[config.mk]
export PLATFORM = sky130hd
export DESIGN_NAME = decoder38_pulse
export DESIGN_NICKNAME = d
export VERILOG_FILES = /design/src/rtl/decoder38_pulse.sv
export SDC_FILE = /design/constraint.sdc
export NUM_CORES = 1
export LEC_CHECK = 0
export CORE_UTILIZATION = 44
export CTS_BUF_LIST = sky130_fd_sc_hd__clkbuf_8
export DETAILED_ROUTE_END_ITERATION = 12
export PLACE_DENSITY = 0.85
export SLEW_MARGIN = 0
export SYNTH_ARGS = -nofsm -noshare
export SYNTH_HDL_FRONTEND = slang
export SYNTH_SLANG_ARGS = --single-unit
export TNS_END_PERCENT = 5
[constraint.sdc]
create_clock -name clk -period 1.3 [get_ports clk]
set_input_delay 0.26 -clock clk [delete_from_list [all_inputs] [get_ports clk]]
set_output_delay 0.26 -clock clk [all_outputs]
set_load 0.02 [all_outputs]
[src/rtl/decoder38_pulse.sv]
// Pulsed one-hot decoder: a code taken over valid/ready drives y for PULSE_LEN cycles.
// Define DECODER38_PENDING_EN to add a one-entry pending code for gapless strobes.
module decoder38_pulse #(
    parameter int CODE_W    = 3,
    parameter int PULSE_LEN = 4
) (
    input  logic                   clk,
    input  logic                   rst_n,
    input  logic                   en,
    input  logic                   code_valid,
    input  logic [CODE_W-1:0]      code,
    output logic                   code_ready,
    output logic [(2**CODE_W)-1:0] y,
    output logic                   y_valid,
    output logic                   done
);

    localparam int OUT_W   = 2**CODE_W;
    localparam int CNT_RAW = $clog2(PULSE_LEN + 1);
    localparam int CNT_W   = (CNT_RAW < 1) ? 1 : CNT_RAW;
    localparam logic [CNT_W-1:0] CNT_LOAD = CNT_W'(PULSE_LEN - 1);

    if (PULSE_LEN < 1 || PULSE_LEN > 255) begin : g_bad_len
        $error("decoder38_pulse: PULSE_LEN=%0d outside 1..255", PULSE_LEN);
    end

    typedef enum logic {
        IDLE,
        HOLD
    } state_t;

    state_t            state, state_n;
    logic [CNT_W-1:0]  cnt, cnt_n;
    logic [OUT_W-1:0]  y_n;
    logic              y_valid_n;
    logic              done_n;
    logic              accept;

`ifdef DECODER38_PENDING_EN
    logic              pend_valid, pend_valid_n;
    logic [CODE_W-1:0] pend_code, pend_code_n;
`endif

    function automatic logic [OUT_W-1:0] onehot(input logic [CODE_W-1:0] c);
        return OUT_W'(1) << c;
    endfunction

    always_comb begin
        code_ready = 1'b0;
        unique case (state)
            IDLE: code_ready = rst_n && en;
`ifdef DECODER38_PENDING_EN
            HOLD: code_ready = rst_n && en && !pend_valid;
`else
            HOLD: code_ready = 1'b0;
`endif
        endcase
    end

    assign accept = code_valid && code_ready;

    always_comb begin
        state_n   = state;
        cnt_n     = cnt;
        y_n       = y;
        y_valid_n = y_valid;
        done_n    = 1'b0;
`ifdef DECODER38_PENDING_EN
        pend_valid_n = pend_valid;
        pend_code_n  = pend_code;
`endif
        unique case (state)
            IDLE: begin
                if (accept) begin
                    state_n   = HOLD;
                    y_n       = onehot(code);
                    y_valid_n = 1'b1;
                    cnt_n     = CNT_LOAD;
                end
            end
            HOLD: begin
                if (!en) begin
                    // abort: drop the strobe silently
                    state_n   = IDLE;
                    y_n       = '0;
                    y_valid_n = 1'b0;
                    cnt_n     = '0;
`ifdef DECODER38_PENDING_EN
                    pend_valid_n = 1'b0;
`endif
                end else if (cnt == '0) begin
                    done_n = 1'b1;
`ifdef DECODER38_PENDING_EN
                    if (pend_valid || accept) begin
                        y_n          = onehot(pend_valid ? pend_code : code);
                        cnt_n        = CNT_LOAD;
                        pend_valid_n = 1'b0;
                    end else begin
                        state_n   = IDLE;
                        y_n       = '0;
                        y_valid_n = 1'b0;
                    end
`else
                    state_n   = IDLE;
                    y_n       = '0;
                    y_valid_n = 1'b0;
`endif
                end else begin
                    cnt_n = cnt - 1'b1;
`ifdef DECODER38_PENDING_EN
                    if (accept) begin
                        pend_valid_n = 1'b1;
                        pend_code_n  = code;
                    end
`endif
                end
            end
        endcase
    end

    always_ff @(posedge clk) begin
        if (!rst_n) begin
            state   <= IDLE;
            cnt     <= '0;
            y       <= '0;
            y_valid <= 1'b0;
            done    <= 1'b0;
`ifdef DECODER38_PENDING_EN
            pend_valid <= 1'b0;
            pend_code  <= '0;
`endif
        end else begin
            state   <= state_n;
            cnt     <= cnt_n;
            y       <= y_n;
            y_valid <= y_valid_n;
            done    <= done_n;
`ifdef DECODER38_PENDING_EN
            pend_valid <= pend_valid_n;
            pend_code  <= pend_code_n;
`endif
        end
    end

endmodule

* Word-level counts from Yosys, hierarchy flattened
Index checks and enable logic that the tools add are counted.
** Storage, ports and cells
- Register bits :: 14
- Bits in latches :: 0
- Memory bits (writable) :: 0
- ROM bits :: 0
- Input bits :: 7
- Output and inout port bits :: 11
- Logic and storage cells :: 35
- Memories :: 0
** Operators by class
- Add/sub/neg operators :: 1
- Multiply operators :: 0
- Div/mod/pow operators :: 0
- $lt $le $gt $ge :: 0
- Equal/unequal tests :: 3
- Shift-type cells :: 1
- Muxes and demuxes :: 18
- Bitwise operators :: 1
- Reduce and logical (&&, ||, !) cells :: 6
** Operator list (number)
- $mux 8 :: 3
- $pmux 8 s2 :: 1
- $mux 3 :: 3
- $shl 1x3->8 const A :: 1
- $mux 1 :: 7
- $pmux 1 s2 :: 3
- $pmux 3 s2 :: 1
- $reduce_and 2->1 :: 2
- $logic_not 3->1 :: 1
- $ne 3x2->1 const B :: 1
- $ne 3x3->1 const B :: 1
- $reduce_and 3->1 :: 1
- $sub 3x1->3 const B :: 1
- $logic_and 1x1->1 :: 2
- $ne 2x2->1 const B :: 1
- $not 1->1 :: 1

* Depth between registers and ports, before layout
Gate-level depths: netlist (run 1).
- Depth in word-level cells :: 5
- Mapped depth :: 7
- Depth with buffers taken out :: 6

* Worst setup path before layout (run 1)
OpenSTA, ideal clock, no wires.
- Path type :: reg-to-reg
- From :: register cnt[0]
- To :: register cnt[1]
- Setup time :: 0.086 ns
- Arrival time :: 1.292 ns
- Data required time :: 1.214 ns
- Path slack :: -0.078 ns
- Cell stages (with the launch flop) :: 7
- Buffers on the path :: 1
- Path through :: dfxtp_1 > inv_1 > ha_1 > ha_1 > buf_2 > a31o_2 > a221oi_2
** On the way
- Cells in the longest elaborated chain, start to end :: 4
- Elaborated cells between the ends (all ways) :: 7
- Those cells by class :: add/sub: 1; eq/ne: 1; mux: 3; reduce/logical: 2
** Ends and longest elaborated chain
- start: declaration :: line 33 : logic [CNT_W-1:0] cnt, cnt_n;
- start signal: assignment :: line 134 : cnt <= cnt_n;
- $sub 3x1->3 :: line 109 : cnt_n = cnt - 1'b1;
- $mux 3 :: line 91 : end else if (cnt == '0) begin
- $mux 3 :: line 82 : if (!en) begin
- $pmux 3 s2 :: line 72 : unique case (state)
Several ways; a longest one is shown, not always the timed one. The select of a mux whose other input is x is not followed.
A chain may end at the register's enable or synchronous reset.

* Worst setup path in the final report (run 1)
- From :: register cnt[0]
- To :: register cnt[2]
The elaborated chain is that of the path after synthesis.

==> results of run 1 <==
[per-layer routing]
layer / share of wire / vias up / global-route usage
li1: - / 314 / -
met3: 0.057 / 2 / 0.03913
met4: 0.0026 / 0 / 0.05806
met5: 0 / - / 0
met2: 0.53 / 21 / 0.3313
met1: 0.41 / 309 / 0.2213
[cells in the mapped netlist]
cell type | instances | area share
a21boi_1 | 1 | 0.011
dfxtp_1 | 14 | 0.40
mux2i_1 | 1 | 0.014
buf_6 | 1 | 0.016
nor4_1 | 4 | 0.036
nand2b_1 | 3 | 0.027
a21oi_1 | 1 | 0.0071
a31o_1 | 8 | 0.10
nor2b_1 | 1 | 0.0089
nor4b_1 | 4 | 0.050
o22ai_1 | 1 | 0.0089
and3_1 | 1 | 0.0089
a31oi_4 | 1 | 0.030
nand2_1 | 6 | 0.032
nor2_1 | 5 | 0.027
or2_2 | 1 | 0.0089
o21bai_4 | 1 | 0.027
a221oi_2 | 1 | 0.021
a31o_2 | 1 | 0.013
o21ai_0 | 2 | 0.014
buf_4 | 2 | 0.021
nand2_2 | 1 | 0.0089
a21boi_0 | 1 | 0.011
inv_1 | 5 | 0.027
a211o_1 | 1 | 0.013
ha_1 | 2 | 0.036
o21a_1 | 1 | 0.011
buf_2 | 1 | 0.0071
clkbuf_1 | 1 | 0.0054
[critical path, delay by kind of cell (launching register included)]
| kind | cells | cell delay [ns] |
|---|---|---|
| buf+inv | 1 | 0.05 |
| flops | 1 | 0.35 |
| simple gates | 1 | 0.13 |
| compound gates | 2 | 0.33 |
| fa+ha+maj | 2 | 0.38 |
[final cells by class]
type / instances / area share
Clock buffer: 4 / 0.05507
Inverter: 5 / 0.01877
Multi-Input combinational cell: 49 / 0.4030
Sequential cell: 14 / 0.2829
Tap cell: 16 / 0.02003
Timing Repair Buffer: 25 / 0.2203
[worst min path at each step]
stage,to,depth (start not counted),startpoint
finish,cnt[2],2,cnt[2]
global route,cnt[2],2,cnt[2]
CTS,cnt[2],2,cnt[2]
detailed placement,cnt[2],2,cnt[2]
global placement,cnt[2],2,cnt[2]
floorplan,cnt[1],2,rst_n
[per-stage QoR]
stage,power (µW),utilization
floorplan,623.0,-
global placement,696.4,0.6395
detailed placement,710.4,0.6395
CTS,1119,0.6672
global route,1164,0.6714
finish,1108,0.6714
[flip-flops by register name (all words and copies together) (netlist names)]
register / flops
cnt: 3
done: 1
state: 1
y: 8
y_valid: 1
[cell usage in the layout, fill, tap and decap left out, types with 3 or more instances in the layout]
| cell | n |
|---|---|
| nand2b_1 | 3 |
| nand2_1 | 5 |
| buf_4 | 5 |
| nor2_1 | 5 |
| clkbuf_8 | 4 |
| nor4_1 | 4 |
| clkdlybuf4s50_1 | 3 |
| nor4b_1 | 4 |
| inv_1 | 3 |
| buf_6 | 3 |
| dfxtp_1 | 12 |
| a31o_1 | 8 |
| dlygate4sd2_1 | 13 |
[cell families (layout without fill, tap and decap cells)]
family	count (synthesis)	after routing
flip-flops	14	14
AND/OR/NAND/NOR	26	26
buffers and inverters	10	34
adder cells (fa/ha/maj)	2	2
multiplexers	1	1
AO/OA/AOI/OAI	20	20
[power by group through the flow]
| stage | sequential [µW] | clock [µW] | combinational (µW) |
|---|---|---|---|
| 4_1_cts | 459 | 428 | 232 |
| 3_3_place_gp | 469 | 0 | 228 |
| 3_5_place_dp | 469 | 0 | 241 |
| 6_report | 460 | 415 | 233 |
| 5_1_grt | 461 | 453 | 250 |
| 2_1_floorplan | 483 | 0 | 140 |
[repair_timing]
item,CTS,global route
cloned,0,0
pin swaps,1,1
gates resized for setup,19,2
setup endpoints to repair,21,9
==> impl_metrics.csv, run 1 <==
group,metric,value,unit
status,status,"finished clean",
clocking,cts_max_level,1,
logic_synthesis,yosys.area_share.simple,0.2071,
critical_path,ff2ff_setup_slack,0.01,ns
logic_synthesis,syn_avg_cell_area,9.598,µm²
timing,tns,0,ns
flow_run,maxCapViolCount,0,
logic_synthesis,synth_top_family_by_area,"compound AO/OA/AOI/OAI gates",
finish,num_antenna_cells,0,
critical_path,critical_path_required,1.48,ns
logic_synthesis,postSynthCellCount,73,
timing,hold_viol,0,
logic_synthesis,syn-num-nets,82,
logic_synthesis,synth.area.mux_share,0.01429,
clocking,cts.clk_slew.worst_paths,0.06,ns
grt,grt_pass1_wl,2.497,mm
clocking,clock-sinks,14,
critical_path,r2r-end,"cnt[2]",
critical_path,crit_end,"cnt[2]",
floorplanning,row_count,14,
floorplanning,initial_core_util,0.4706,
logic_synthesis,yosysSeqAreaShare,0.4000,
clocking,numCtsBuffers,3,
power_and_ir_drop,pwr-share-seq,0.415,
place,dp_hpwl,1.141,mm
critical_path,cp-end-kind,"register",
timing,fmax,777.7,MHz
power_and_ir_drop,p_sw,280.1,µW
critical_path,crit_start,"cnt[0]",
timing,worst_slew_pin_slew,0.3090,ns
drt,ant_nets,0,
place,place_area,952.2,µm²
power_and_ir_drop,max-vdd-ir-drop,0.9410,mV
timing,fin_worst_skew,0.005200,ns
logic_synthesis,yosysWarningCount,0,
timing,setup_viol,0,
power_and_ir_drop,p_comb_frac,0.210,
logic_synthesis,synth_compound_area_frac,0.2661,
finish,regArea,282.8,µm²
clocking,cts_hold_buf,0,
place,io_buffers,17,
clocking,cts_tree,"yes",
logic_synthesis,synthAdderAreaFrac,0.03571,
timing,post-route-min-period,1.286,ns
place,detailedPlace.worstSlack,-0.4760,ns
floorplanning,ioPinCount,18,
drt,drc_errors,0,
clocking,clock_path_buffers,2,
power_and_ir_drop,p_int,827.9,µW
critical_path,cp.arrival,1.46,ns
finish,final_area,999.7,µm²
drt,drt-pass1-iter-count,4,
finish,final_cells,113,
timing,fin_hold_ws,0.4502,ns
power_and_ir_drop,clkPwrFrac,0.375,
floorplanning,core_area,1489,µm²
logic_synthesis,ys_seq_elements,14,
critical_path,worstSetupPathType,"register to register",
grt,grt_pass1_vias,572,
finish,drive_above_1_share,0.2680,
critical_path,crit_fanout,3,
clocking,root_buffer,"clkbuf_8",
finish,fin_nets,107,
timing,fin_ws,0.01410,ns
drt,wl_per_cell,13.52,µm
floorplanning,die_w,41.91,µm
grt,overflow,0,
place,place_congestion,0.6865,
place,place_inst,109,
critical_path,worst_path_max_delay_cell,"dfxtp_2",
timing,slew_headroom,0.7921,
critical_path,crit_path_start_kind,"register",
grt,antenna_found_initial,0,
critical_path,r2r_start,"cnt[0]",
critical_path,reg2reg_depth,6,
clocking,post-cts-setup-buffers,0,
logic_synthesis,yosysUniqueCellTypes,29,
floorplanning,die-height,41.91,µm
logic_synthesis,synthXorXnorAreaFrac,0,
critical_path,crit_path_cell_trace,"inv_2 -> ha_4 -> ha_4 -> nor2b_1 -> a211o_1 -> a21boi_1",
floorplanning,die_area,1756,µm²
drt,drt_iter0_markers,9,
min_path,hp-class,"register to register",
finish,area.growth.synth_to_final,42.68,%
finish,multi_input_area,402.9,µm²
critical_path,critical_path.max_stage_delay,0.35,ns
logic_synthesis,synth.cell_area,700.7,µm²
power_and_ir_drop,p_per_area,1108,nW/µm²
critical_path,cp_common_cell,"ha_4",
power_and_ir_drop,p_leak,0.0004238,µW
drt,finalWirelength,1.528,mm
grt,grt_start_max_net_pins,20,
clocking,clock_latency,0.24,ns
timing,rsz0062_at_grt,"true",
grt,grt_util_all_layers,0.1862,
timing,drv_slew,0,
finish,n_fill_cell,133,
drt,vias_per_cell,5.717,
drt,vias,646,
power_and_ir_drop,power.share.switching,0.2528,
timing,fin_crit_sh,0.9892,
No activity file was read; power rests on OpenSTA's default activity.
==> run 2: changes to the inputs <==
--- a/config.mk
+++ b/config.mk
@@ -5,6 +5,7 @@
 export SDC_FILE = /design/constraint.sdc
 export NUM_CORES = 1
 export LEC_CHECK = 0
+export CAP_MARGIN = 20
 export CORE_UTILIZATION = 44
 export CTS_BUF_LIST = sky130_fd_sc_hd__clkbuf_8
 export DETAILED_ROUTE_END_ITERATION = 12
==> constraint.sdc (replaced) <==
create_clock -name clk -period 1.05 [get_ports clk]
set_input_delay 0.21 -clock clk [delete_from_list [all_inputs] [get_ports clk]]
set_output_delay 0.21 -clock clk [all_outputs]
set_load 0.02 [all_outputs]
==> run 2 against run 1 <==
  * Die area unchanged
  * The flow now finishes with violations (setup timing)
  * Wire length increased by 12%
  * Utilization is 4.3 points higher
  * Largest power group unchanged
  * Hold slack better by 0.0067 ns
  * Setup slack worse by 0.23 ns
  * Fmax increased by 1.7%
  * Critical path depth did not move
  * Largest cell class unchanged
==> impl_metrics.csv, run 2 (synthesis results as in run 1) <==
group,metric,value,unit
drt,drt_iter0_markers,1,
min_path,hp-class,"register to register",
grt,grt_util_all_layers,0.2196,
drt,vias_per_cell,5.584,
drt,drc_errors,0,
power_and_ir_drop,p_comb_frac,0.253,
power_and_ir_drop,total_power,1341,µW
timing,fin_crit_sh,1.204,
timing,post-route-min-period,1.265,ns
finish,largest_register,"y",
clocking,numCtsBuffers,3,
place,detailedPlace.worstSlack,-0.6405,ns
critical_path,crit_path_cell_trace,"inv_2 -> ha_4 -> ha_4 -> nor2b_1 -> a211o_1 -> a21boi_1",
finish,largest_reg_flops,8,
critical_path,reg2reg_depth,6,
critical_path,cp_common_cell,"ha_4",
timing,drv_slew,0,
timing,fin_ws,-0.2146,ns
power_and_ir_drop,max-vdd-ir-drop,1.156,mV
critical_path,crit_path_start_kind,"register",
critical_path,worstSetupPathType,"register to register",
clocking,clock_latency,0.24,ns
finish,final_common_cell,"buf_4",
grt,antenna_found_initial,0,
drt,ant_nets,0,
place,place_area,1005,µm²
timing,setup_viol,14,
timing,slew_headroom,0.8163,
power_and_ir_drop,p_int,982.1,µW
finish,final_cell_mix,"18 x buf_4, 12 x dfxtp_1, 10 x buf_2",
finish,fin_util,0.7143,
floorplanning,die-height,41.91,µm
clocking,cts_tree,"yes",
critical_path,cp-end-kind,"register",
floorplanning,ioPinCount,18,
grt,grt_start_max_net_pins,13,
flow_run,maxCapViolCount,0,
critical_path,cp.depth,6,
critical_path,r2r_start,"cnt[0]",
place,io_buffers,17,
finish,num_antenna_cells,0,
finish,area.growth.synth_to_final,51.79,%
clocking,clock_path_buffers,2,
clocking,root_buffer,"clkbuf_8",
status,status,"complete, but fails checks",
timing,worst_slew_pin_slew,0.2746,ns
power_and_ir_drop,p_per_area,1261,nW/µm²
timing,tns,-1.866,ns
critical_path,ff2ff_setup_slack,-0.21,ns
min_path,min_to,"cnt[2]",
critical_path,crit_family,"adder cells",
floorplanning,initial_core_util,0.4706,
floorplanning,core_area,1489,µm²
critical_path,worst-path-buf-inv,1,
place,place_congestion,0.7457,
critical_path,crit_fanout,2,
critical_path,worst_path_max_delay_cell,"dfxtp_2",
finish,final_area,1064,µm²
min_path,hp-start,"cnt[2]",
grt,grt_pass1_vias,697,
drt,drt-pass1-iter-count,3,
power_and_ir_drop,clkPwrFrac,0.324,
power_and_ir_drop,p_leak,0.0004529,µW
grt,grt_pass1_wl,2.822,mm
timing,rsz0062_at_grt,"true",
critical_path,critical_path_required,1.23,ns
clocking,cts_max_level,1,
power_and_ir_drop,pwr-share-seq,0.424,
drt,wl_per_cell,13.74,µm
drt,finalWirelength,1.717,mm
power_and_ir_drop,p_sw,359.4,µW
floorplanning,die_area,1756,µm²
floorplanning,row_count,14,
status,violations,"setup timing",
finish,drive_above_1_share,0.4587,
critical_path,critical_path.max_stage_delay,0.33,ns
critical_path,r2r-end,"cnt[2]",
clocking,cts.clk_slew.worst_paths,0.06,ns
critical_path,cp.arrival,1.44,ns
min_path,holdPathStages,2,
clocking,clock-sinks,14,
finish,fin_nets,120,
timing,fmax,790.8,MHz
finish,top_regs,"y (8), cnt (3)",
floorplanning,die_w,41.91,µm
timing,hold_viol,0,
timing,fin_worst_skew,0.002067,ns
power_and_ir_drop,power.share.switching,0.2679,
place,dp_hpwl,1.202,mm
grt,overflow,0,
drt,vias,698,
[run 2: cell count changes in the layout (fill, tap and decap cells not counted)]
cell	previous run	this run
nand2_1	5	6
clkbuf_8	4	3
nor4b_1	4	1
nand2_2	2	1
buf_4	5	18
nor4b_2	0	3
buf_6	3	2
dlygate4sd2_1	13	3
a31oi_2	0	1
clkbuf_2	0	1
buf_2	1	10
[run 2: per-layer routing]
| layer | up-vias | track usage | share of wire |
|---|---|---|---|
| met3 | 10 | 0.03043 | 0.037 |
| met1 | 325 | 0.2125 | 0.39 |
| met2 | 22 | 0.3969 | 0.52 |
| li1 | 341 | - | - |
| met5 | - | 0 | 0 |
| met4 | 0 | 0.1935 | 0.055 |
[run 2: final cells by class]
class                           count  area [µm²]
Sequential cell                    14       282.8
Clock buffer                        3       41.29
Fill cell                         138       425.4
Tap cell                           16       20.02
Inverter                            5       18.77
Multi-Input combinational cell     50       431.7
Timing Repair Buffer               37       269.0
[run 2: timing repair]
item,4_1_cts,5_1_grt
hold buffers,0,0
buffers inserted,4,1
pin swaps,7,3
setup endpoints to repair,25,20
gates resized for setup,43,8
cloned,1,0
[run 2: stage by stage]
| step | hold WS (ns) | instances |
|---|---|---|
| detailed placement | 0.4518 | 116 |
| floorplan | 0.3282 | 73 |
| finish | 0.4569 | 125 |
| CTS | 0.4609 | 124 |
| global placement | 0.4428 | 116 |
| global route | 0.4886 | 125 |
[run 2: worst max-delay path by stage]
stage	slack [ns]	end	startpoint
after floorplan	-0.23	cnt[1]	cnt[0]
after global placement	-0.59	code_ready	rst_n
after detailed placement	-0.64	y[4]	rst_n
after CTS	-0.22	cnt[2]	cnt[0]
after global routing	-0.27	cnt[2]	cnt[0]
final	-0.21	cnt[2]	cnt[0]
[run 2: power by group through the flow]
stage | Sequential, µW | Combinational (µW) | Clock, µW
2_1_floorplan | 598 | 173 | 0
4_1_cts | 569 | 335 | 441
3_5_place_dp | 581 | 322 | 0
5_1_grt | 572 | 366 | 459
3_3_place_gp | 579 | 306 | 0
6_report | 569 | 339 | 434
[run 2: worst min-delay path, delay by kind of cell (launching register included)]
kind	cells	cell delay [ns]
flops	1	0.31
simple gates	1	0.05
compound gates	1	0.05
